[config.mk]
export PLATFORM = sky130hd
export DESIGN_NAME = current_sense_avg
export DESIGN_NICKNAME = d
export VERILOG_FILES = /design/src/rtl/current_sense_avg.sv
export SDC_FILE = /design/constraint.sdc
export NUM_CORES = 1
export LEC_CHECK = 0
export BUFFER_PORTS_ARGS = -buffer_cell sky130_fd_sc_hd__buf_2
export CAP_MARGIN = 0
export CORE_AREA = 2 2 126 128
export CTS_CLUSTER_SIZE = 16
export DETAILED_ROUTE_END_ITERATION = 8
export DIE_AREA = 0 0 128 130
export GPL_ROUTABILITY_DRIVEN = 0
export GPL_TIMING_DRIVEN = 0
export SKIP_CTS_REPAIR_TIMING = 1
export SLEW_MARGIN = 20
export SYNTH_ARGS = -nofsm -noshare
export SYNTH_HDL_FRONTEND = slang
export SYNTH_SLANG_ARGS = --single-unit
export TNS_END_PERCENT = 30
[constraint.sdc]
create_clock -name clk -period 11 [get_ports clk]
set_input_delay 1.1 -clock clk [delete_from_list [all_inputs] [get_ports clk]]
set_output_delay 1.1 -clock clk [all_outputs]
set_load 0.02 [all_outputs]
[src/rtl/current_sense_avg.sv]
`default_nettype none
// ============================================================================
// Module      : current_sense_avg
// Description : Paces a current-sense ADC with periodic start/done handshakes,
//               averages 2^AVG_LOG2 samples per window, and scales the mean to
//               mA. The result is saturated to the 3-digit display range and
//               held for the seven-segment display controller, with a one-cycle
//               update strobe.
//
// Ports       : clk           - 100 MHz board clock, all logic on posedge
//               rst           - synchronous active-high reset
//               adc_start     - one-cycle conversion request
//               sample_valid  - one-cycle strobe qualifying sample_data
//               sample_data   - raw unsigned ADC code
//               oc_clear      - clears the overcurrent latch
//               current_num   - averaged current in mA, 0..MAX_DISPLAY, held
//               current_valid - one-cycle pulse on each new window result
//               adc_fault     - sticky conversion-timeout flag
//               overcurrent   - latched overcurrent flag
//
// Options     : OVERCURRENT_EN - when defined, builds the overcurrent latch;
//               otherwise overcurrent is tied low and oc_clear is ignored.
//
// Revision    : 1.0 - initial release
// ============================================================================
module current_sense_avg #(
    parameter int SAMPLE_PERIOD = 100000,
    parameter int TIMEOUT       = 1000,
    parameter int ADC_BITS      = 12,
    parameter int AVG_LOG2      = 4,
    parameter int SCALE_NUM     = 500,
    parameter int SCALE_SHIFT   = 10,
    parameter int MAX_DISPLAY   = 999,
    parameter int OC_LIMIT_MA   = 900
) (
    input  logic                clk,
    input  logic                rst,
    output logic                adc_start,
    input  logic                sample_valid,
    input  logic [ADC_BITS-1:0] sample_data,
    input  logic                oc_clear,
    output logic [15:0]         current_num,
    output logic                current_valid,
    output logic                adc_fault,
    output logic                overcurrent
);

    // ------------------------------------------------------------------------
    // Derived widths and constants
    // ------------------------------------------------------------------------
    localparam int c_PW = (SAMPLE_PERIOD > 1) ? $clog2(SAMPLE_PERIOD) : 1;
    localparam int c_TW = (TIMEOUT > 1) ? $clog2(TIMEOUT) : 1;
    localparam int c_AW = ADC_BITS + AVG_LOG2;   // accumulator cannot overflow
    localparam int c_MW = ADC_BITS + 16;         // full multiply width

    localparam logic [c_PW-1:0]     c_PERIOD_LAST = c_PW'(SAMPLE_PERIOD - 1);
    localparam logic [c_TW-1:0]     c_TO_LAST     = c_TW'(TIMEOUT - 1);
    localparam logic [AVG_LOG2-1:0] c_CNT_LAST    = '1;
    localparam logic [c_MW-1:0]     c_SCALE       = c_MW'(SCALE_NUM);
    localparam logic [c_MW-1:0]     c_MAX         = c_MW'(MAX_DISPLAY);
    localparam logic [c_MW-1:0]     c_OC_LIMIT    = c_MW'(OC_LIMIT_MA);

    localparam logic [0:0] c_ST_IDLE = 1'b0;
    localparam logic [0:0] c_ST_BUSY = 1'b1;

    // ------------------------------------------------------------------------
    // Free-running period counter
    // ------------------------------------------------------------------------
    logic [c_PW-1:0] r_period_cnt;
    logic            w_tick;

    assign w_tick = (r_period_cnt == c_PERIOD_LAST);

    always_ff @(posedge clk) begin
        if (rst) begin
            r_period_cnt <= '0;
        end else if (w_tick) begin
            r_period_cnt <= '0;
        end else begin
            r_period_cnt <= r_period_cnt + c_PW'(1);
        end
    end

    // ------------------------------------------------------------------------
    // Conversion handshake FSM
    // A tick seen in BUSY is simply dropped, so at most one request is ever
    // outstanding. A sample coinciding with the timeout cycle wins.
    // ------------------------------------------------------------------------
    logic [0:0]      r_state;
    logic            r_adc_start;
    logic [c_TW-1:0] r_to_cnt;
    logic            r_fault;
    logic            w_accept;

    assign w_accept = (r_state == c_ST_BUSY) && sample_valid;

    always_ff @(posedge clk) begin
        if (rst) begin
            r_state     <= c_ST_IDLE;
            r_adc_start <= 1'b0;
            r_to_cnt    <= '0;
            r_fault     <= 1'b0;
        end else begin
            r_adc_start <= 1'b0;
            case (r_state)
                c_ST_IDLE: begin
                    if (w_tick) begin
                        r_adc_start <= 1'b1;
                        r_to_cnt    <= '0;
                        r_state     <= c_ST_BUSY;
                    end
                end
                c_ST_BUSY: begin
                    if (sample_valid) begin
                        r_state <= c_ST_IDLE;
                    end else if (r_to_cnt == c_TO_LAST) begin
                        r_fault <= 1'b1;
                        r_state <= c_ST_IDLE;
                    end else begin
                        r_to_cnt <= r_to_cnt + c_TW'(1);
                    end
                end
                default: begin
                    r_state <= c_ST_IDLE;
                end
            endcase
        end
    end

    // ------------------------------------------------------------------------
    // Window accumulator; the closing sample is folded in directly so the
    // accumulator can be cleared on the same edge.
    // ------------------------------------------------------------------------
    logic [c_AW-1:0]     r_acc;
    logic [AVG_LOG2-1:0] r_cnt;
    logic [c_AW-1:0]     w_sum;
    logic [ADC_BITS-1:0] r_mean;
    logic                r_mean_vld;

    assign w_sum = r_acc + c_AW'(sample_data);

    always_ff @(posedge clk) begin
        if (rst) begin
            r_acc      <= '0;
            r_cnt      <= '0;
            r_mean     <= '0;
            r_mean_vld <= 1'b0;
        end else begin
            r_mean_vld <= 1'b0;
            if (w_accept) begin
                if (r_cnt == c_CNT_LAST) begin
                    r_mean     <= w_sum[c_AW-1:AVG_LOG2];
                    r_mean_vld <= 1'b1;
                    r_acc      <= '0;
                    r_cnt      <= '0;
                end else begin
                    r_acc <= w_sum;
                    r_cnt <= r_cnt + AVG_LOG2'(1);
                end
            end
        end
    end

    // ------------------------------------------------------------------------
    // Scale stage: full-width product, shifted after the multiply
    // ------------------------------------------------------------------------
    logic [c_MW-1:0] w_mult;
    logic [c_MW-1:0] r_prod;
    logic            r_prod_vld;

    assign w_mult = c_MW'(r_mean) * c_SCALE;

    always_ff @(posedge clk) begin
        if (rst) begin
            r_prod     <= '0;
            r_prod_vld <= 1'b0;
        end else begin
            r_prod_vld <= r_mean_vld;
            if (r_mean_vld) begin
                r_prod <= w_mult >> SCALE_SHIFT;
            end
        end
    end

    // ------------------------------------------------------------------------
    // Saturating output register
    // ------------------------------------------------------------------------
    logic [15:0] r_current_num;
    logic        r_current_vld;

    always_ff @(posedge clk) begin
        if (rst) begin
            r_current_num <= '0;
            r_current_vld <= 1'b0;
        end else begin
            r_current_vld <= r_prod_vld;
            if (r_prod_vld) begin
                if (r_prod > c_MAX) begin
                    r_current_num <= 16'(MAX_DISPLAY);
                end else begin
                    r_current_num <= r_prod[15:0];
                end
            end
        end
    end

    // ------------------------------------------------------------------------
    // Optional overcurrent latch. The unsaturated product is compared so
    // readings clipped at MAX_DISPLAY still trip. Set has priority over clear.
    // ------------------------------------------------------------------------
`ifdef OVERCURRENT_EN
    logic r_overcurrent;

    always_ff @(posedge clk) begin
        if (rst) begin
            r_overcurrent <= 1'b0;
        end else if (r_prod_vld && (r_prod > c_OC_LIMIT)) begin
            r_overcurrent <= 1'b1;
        end else if (oc_clear) begin
            r_overcurrent <= 1'b0;
        end
    end

    assign overcurrent = r_overcurrent;
`else
    logic [1:0] w_unused_oc;

    assign w_unused_oc = {oc_clear, c_OC_LIMIT[0]};
    assign overcurrent = 1'b0;
`endif

    assign adc_start     = r_adc_start;
    assign adc_fault     = r_fault;
    assign current_num   = r_current_num;
    assign current_valid = r_current_vld;

endmodule
`default_nettype wire

==> flow_summary.ini, run 1 <==
[floorplanning]
dieArea_sq_um = 16600
design.core.area_sq_um = 15400
rows = 46
io_pins = 36
chipHeight_um = 130
die_x_um = 128
initial_utilization = 0.387

[outcome]
status = finished, final reports clean

[logic_synthesis]
ys_seq_area_frac = 0.292
synth_async_sr_flop_share = 0
synth-compound-area-share = 0.158
yosys.area_share.simple = 0.169
ys_ff_latch = 87
synth_top_family_by_area = adder cells
yosysUniqueCellTypes = 71
synth-edff-count = 0
synth_ff_type = dfxtp_1
syn_area_sq_um = 5970
synthCells = 662
synthesis.area_per_instance_sq_um = 9.02
ys_warn_count = 0
synth_xor_area_frac = 0.0587
yosys.area_share.adder = 0.249
synthMuxAreaShare = 0.00335

[global_routing]
grt_pass1_wl_um = 22000
grt_pass1_vias = 4696
grt_use_met2 = 0.290
use_met3 = 0.0213
use_met1 = 0.210
grt-ovfl-total = 0
antenna_found_initial = 0
top_usage_layer = met2
grt_max_degree = 17
track_usage = 0.164

[sta]
relSlewSlack = 0.591
finalClockSkew_ns = 0.0124
finalCritPeriodShare = 0.413
setup_tns_ns = 0
finalHoldViolCount = 0
finalCriticalPeriod_ns = 4.54
grt_setup_unrepaired = false
setup_viol = 0
tightest_slew_ns = 0.613
maxSlewViolCount = 0
fmax_mhz = 220

[detailed_routing]
ant_nets = 0
drt-pass1-iter-count = 4
drt_iter0_drc = 195
viasPerCell = 5.24
drcViolationCount = 0
wirelength_um = 12700
wire_per_inst_um = 14.1
vias = 4730

[critical_path]
crit_required_ns = 11.23
critPathArrivalTime_ns = 4.77
cp-end-kind = register
crit_fanout = 6
critPathKind = reg2reg
crit_path_start_kind = register

[cells_and_area]
area_growth_pct = 11.4
n_antenna_cell = 0
drive_gt1_frac = 0.101
num-nets-final = 817
fillCellCount = 1531
final_util = 0.431

[clocking]
cts.sinks = 87
h-tree-depth = 3
cts-buffers-inserted = 9
clock_path_buffers = 2
cts.clk_slew.worst_paths_ns = 0.07
cts_tree = built
clockRootBuffer = clkbuf_16
clock_latency_ns = 0.34

[power]
vdd.ir_drop.worst_v = 0.0000882
total_power_uw = 640
p_per_area_nw_per_um2 = 96.3
p_leak_nw = 2.90

[place]
dp_hpwl_um = 10100
portBuffers = 27

[run]
timing.max_cap.violations = 0

[hold_path]
hold_class = reg2reg
==> final cells by class <==
type / count / area (sq um) / area share
Clock buffer: 10 / 239 / 0.0359
Sequential cell: 87 / 1740 / 0.262
Buffer: 24 / 119 / 0.0179
Multi-Input combinational cell: 477 / 3830 / 0.576
Timing Repair Buffer: 27 / 135 / 0.0203
Tap cell: 192 / 240 / 0.0361
Clock inverter: 6 / 50.0 / 0.00752
Inverter: 79 / 297 / 0.0446
==> critical path, cell delays in order, from the launching register on <==
cell      delay (ns)
dfxtp_1         0.44
inv_1           0.17
fa_1            0.51
fa_1            0.52
inv_1           0.05
fa_1            0.49
inv_1           0.05
fa_1            0.49
inv_1           0.04
ha_1            0.35
and3_4          0.21
and3b_1         0.16
a211o_2         0.37
a311oi_2        0.30
xor2_1          0.20
o21ai_1         0.08
==> synthesized netlist by cell type (all sizes together), types with 3 or more instances <==
| library cell | instances | area (sq um) |
|---|---|---|
| dfxtp | 87 | 1740 |
| inv | 78 | 293 |
| nor2 | 75 | 282 |
| ha | 58 | 726 |
| nand2 | 40 | 150 |
| fa | 38 | 761 |
| a21oi | 37 | 193 |
| xnor2 | 22 | 193 |
| o21ai | 18 | 90.1 |
| xor2 | 18 | 158 |
| nand3 | 15 | 75.1 |
| nand4 | 15 | 93.8 |
| clkbuf | 14 | 52.6 |
| buf | 10 | 66.3 |
| a21o | 9 | 68.8 |
| a22o | 8 | 70.1 |
| o22ai | 8 | 50.1 |
| o311ai | 8 | 77.6 |
| and3 | 7 | 48.8 |
| nand2b | 7 | 43.8 |
| nor2b | 6 | 37.5 |
| nor3 | 6 | 30.0 |
| a22oi | 5 | 37.5 |
| a31oi | 5 | 31.3 |
| nor4 | 5 | 31.3 |
| a211oi | 4 | 30.0 |
| and2 | 4 | 25.0 |
| nand4b | 4 | 35.0 |
| or3 | 4 | 25.0 |
| a211o | 3 | 27.5 |
| a21boi | 3 | 33.8 |
| o21a | 3 | 22.5 |
| o21bai | 3 | 22.5 |
| o221a | 3 | 33.8 |
==> cell families after synthesis <==
family,Yosys count
compound gates,130
xor+xnor,40
fa+ha+maj,96
buf+inv,103
flops,87
mux,2
other cells,1
simple gates,203
==> flip-flops by register name, summed over array words and instances (netlist names) <==
register	count
r_period_cnt	17
r_acc	16
r_mean	12
current_num	11
r_prod	11
r_to_cnt	10
r_cnt	4
adc_fault	1
adc_start	1
current_valid	1
r_mean_vld	1
r_prod_vld	1
r_state	1
==> path summary, 6_finish.rpt <==
path | from | endpoint | slack (ns) | cells past startpoint
max | r_mean[6]$_SDFFE_PP0P_ | r_prod[9]$_SDFFE_PP0P_ | 6.46 | 15
min | r_period_cnt[0]$_SDFF_PP0_ | r_period_cnt[0]$_SDFF_PP0_ | 0.46 | 1
max reg2reg | r_mean[6]$_SDFFE_PP0P_ | r_prod[9]$_SDFFE_PP0P_ | 6.46 | 15
min reg2reg | r_period_cnt[0]$_SDFF_PP0_ | r_period_cnt[0]$_SDFF_PP0_ | 0.46 | 1
==> power breakdown <==
group | switching [mW] | internal (mW) | total [mW]
Combinational | 0.0167 | 0.00836 | 0.0250
Sequential | 0.000854 | 0.316 | 0.317
Clock | 0.137 | 0.162 | 0.299
Total | 0.154 | 0.486 | 0.640
==> stage by stage <==
stage	hold WS [ns]	instance area [sq um]	instances	worst slack, ns
floorplan	0.426	5990	667	6.76
global placement	0.443	6360	886	6.47
detailed placement	0.452	6360	886	6.45
CTS	0.468	6650	902	6.42
global route	0.484	6650	902	6.20
finish	0.461	6650	902	6.46
==> layer usage <==
layer	vias up	wire, um
li1	2353	-
met1	2321	5950
met2	43	6340
met3	13	240
met4	0	175
met5	-	0
==> layout by cell type (no fill, tap or decap), types with 7 or more instances in the layout <==
| cell | n |
|---|---|
| nand3_1 | 15 |
| ha_1 | 58 |
| buf_4 | 7 |
| buf_2 | 29 |
| nand2_1 | 40 |
| clkbuf_1 | 14 |
| dfxtp_1 | 87 |
| inv_1 | 78 |
| a21oi_1 | 35 |
| clkbuf_16 | 9 |
| nor2_1 | 75 |
| xnor2_1 | 22 |
| a21o_1 | 8 |
| xor2_1 | 18 |
| fa_1 | 38 |
| o22ai_1 | 8 |
| a22o_1 | 8 |
| nand2b_1 | 7 |
| nand4_1 | 15 |
| o21ai_0 | 17 |
(Power assumes the default switching activity.)
==> inputs of run 2 (changes only) <==
clock period = 4.6 ns   (was 11 ns; I/O delays follow)
==> flow_summary.ini, run 2 (synthesis gave the netlist of run 1 again) <==
[critical_path]
crit_fanout = 5
crit_required_ns = 4.83
critPathKind = reg2reg
critPathArrivalTime_ns = 4.59
ff2ff_path_depth = 13
cp-end-kind = register
crit_path_start_kind = register
r2r_start = r_mean[4]$_SDFFE_PP0P_
reg2reg_setup_slack_ns = 0.24
r2r_end = r_prod[9]$_SDFFE_PP0P_

[clocking]
h-tree-depth = 3
clockRootBuffer = clkbuf_16
clock_path_buffers = 2
cts.clk_slew.worst_paths_ns = 0.07
cts_tree = built
cts.sinks = 87
cts-buffers-inserted = 9
clock_latency_ns = 0.34

[cells_and_area]
layout_common_cells = 82 x dfxtp_1, 75 x nor2_1, 73 x inv_1, 56 x ha_1, 40 x nand2_1
drive_gt1_frac = 0.118
num-nets-final = 817
layout.cells.non_filler = 902
top_regs = r_period_cnt: 17 flops, r_acc: 16 flops, r_mean: 12 flops
largest_reg_flops = 17
largest_register = r_period_cnt
final_common_cell = dfxtp_1
fillCellCount = 1529
area_growth_pct = 11.8
n_antenna_cell = 0

[detailed_routing]
drcViolationCount = 0
wirelength_um = 12700
viasPerCell = 5.23
drt-pass1-iter-count = 4
vias = 4717
drt_iter0_drc = 205
ant_nets = 0
wire_per_inst_um = 14.1

[sta]
setup_viol = 0
tightest_slew_ns = 0.593
relSlewSlack = 0.605
fmax_mhz = 230
grt_setup_unrepaired = false
finalCriticalPeriod_ns = 4.36
setup_tns_ns = 0
worst_slack_ns = 0.243
finalHoldViolCount = 0
finalCritPeriodShare = 0.947
maxSlewViolCount = 0
finalClockSkew_ns = 0.0118

[global_routing]
use_met3 = 0.0213
grt_pass1_vias = 4696
grt-ovfl-total = 0
antenna_found_initial = 0
track_usage = 0.164
grt_use_met2 = 0.290
grt_pass1_wl_um = 22000
grt_max_degree = 17
top_usage_layer = met2
use_met1 = 0.210

[outcome]
status = finished, final reports clean

[place]
dp_hpwl_um = 10100
portBuffers = 27
dpl.cell_count = 886
pre_cts_slack_ns = 0.0453

[power]
total_power_mw = 1.53
p_leak_nw = 2.90
vdd.ir_drop.worst_v = 0.000211
p_per_area_nw_per_um2 = 230

[floorplanning]
die_x_um = 128
dieArea_sq_um = 16600
chipHeight_um = 130
io_pins = 36
design.core.area_sq_um = 15400
rows = 46
initial_utilization = 0.387

[hold_path]
holdCritStartpoint = r_period_cnt[0]$_SDFF_PP0_
hold_class = reg2reg
min_path_cells = 1
hold_path_end = r_period_cnt[0]$_SDFF_PP0_

[run]
timing.max_cap.violations = 0
-- run 2: cell counts in the layout (fill, tap and decap cells not counted) --
No cell type changed its count.
-- run 2: cell type report --
class	instances	area, sq um	area share
sequential	87	1750	0.262
buffer	24	119	0.0178
timing repair buffer	27	135	0.0202
clock buffer	10	239	0.0358
inverter	79	297	0.0444
clock inverter	6	50.0	0.00750
tap	192	240	0.0360
multi-input combinational	477	3850	0.576
-- run 2: through the flow --
| step | cell area [sq um] | util | hold WS, ns |
|---|---|---|---|
| floorplan | 5990 | - | 0.426 |
| global placement | 6360 | 0.413 | 0.443 |
| detailed placement | 6360 | 0.413 | 0.452 |
| CTS | 6650 | 0.431 | 0.468 |
| global route | 6670 | 0.433 | 0.484 |
| finish | 6670 | 0.433 | 0.461 |
-- run 2: power by group --
group	internal, mW	switching, mW	leakage, nW
Sequential	0.755	0.00204	0.704
Clock	0.388	0.328	0.136
Combinational	0.0200	0.0398	2.06
Total	1.16	0.370	2.90
-- run 2: routing by layer --
layer  vias up  routed length (um)
met5         -                   0
met4         0                 181
met3        13                 287
met2        47                6340
met1      2303                5890
li1       2354                   -
-- run 2: critical path, cell delays in order, from the launching register on --
cell	delay [ns]
dfxtp_1	0.41
inv_2	0.10
fa_1	0.57
fa_1	0.44
fa_1	0.49
fa_1	0.51
inv_1	0.04
ha_1	0.35
and3_4	0.22
and3b_1	0.16
a211o_2	0.37
a311oi_2	0.31
xor2_1	0.20
o21ai_1	0.08
-- run 2: worst max-delay path by stage --
stage / startpoint / end / cells after the start
floorplan: r_mean[6]$_SDFFE_PP0P_ / r_prod[9]$_SDFFE_PP0P_ / 15
global placement: r_mean[6]$_SDFFE_PP0P_ / r_prod[9]$_SDFFE_PP0P_ / 15
detailed placement: r_mean[6]$_SDFFE_PP0P_ / r_prod[9]$_SDFFE_PP0P_ / 15
CTS: r_mean[5]$_SDFFE_PP0P_ / r_prod[9]$_SDFFE_PP0P_ / 15
global route: r_mean[4]$_SDFFE_PP0P_ / r_prod[9]$_SDFFE_PP0P_ / 13
finish: r_mean[4]$_SDFFE_PP0P_ / r_prod[9]$_SDFFE_PP0P_ / 13
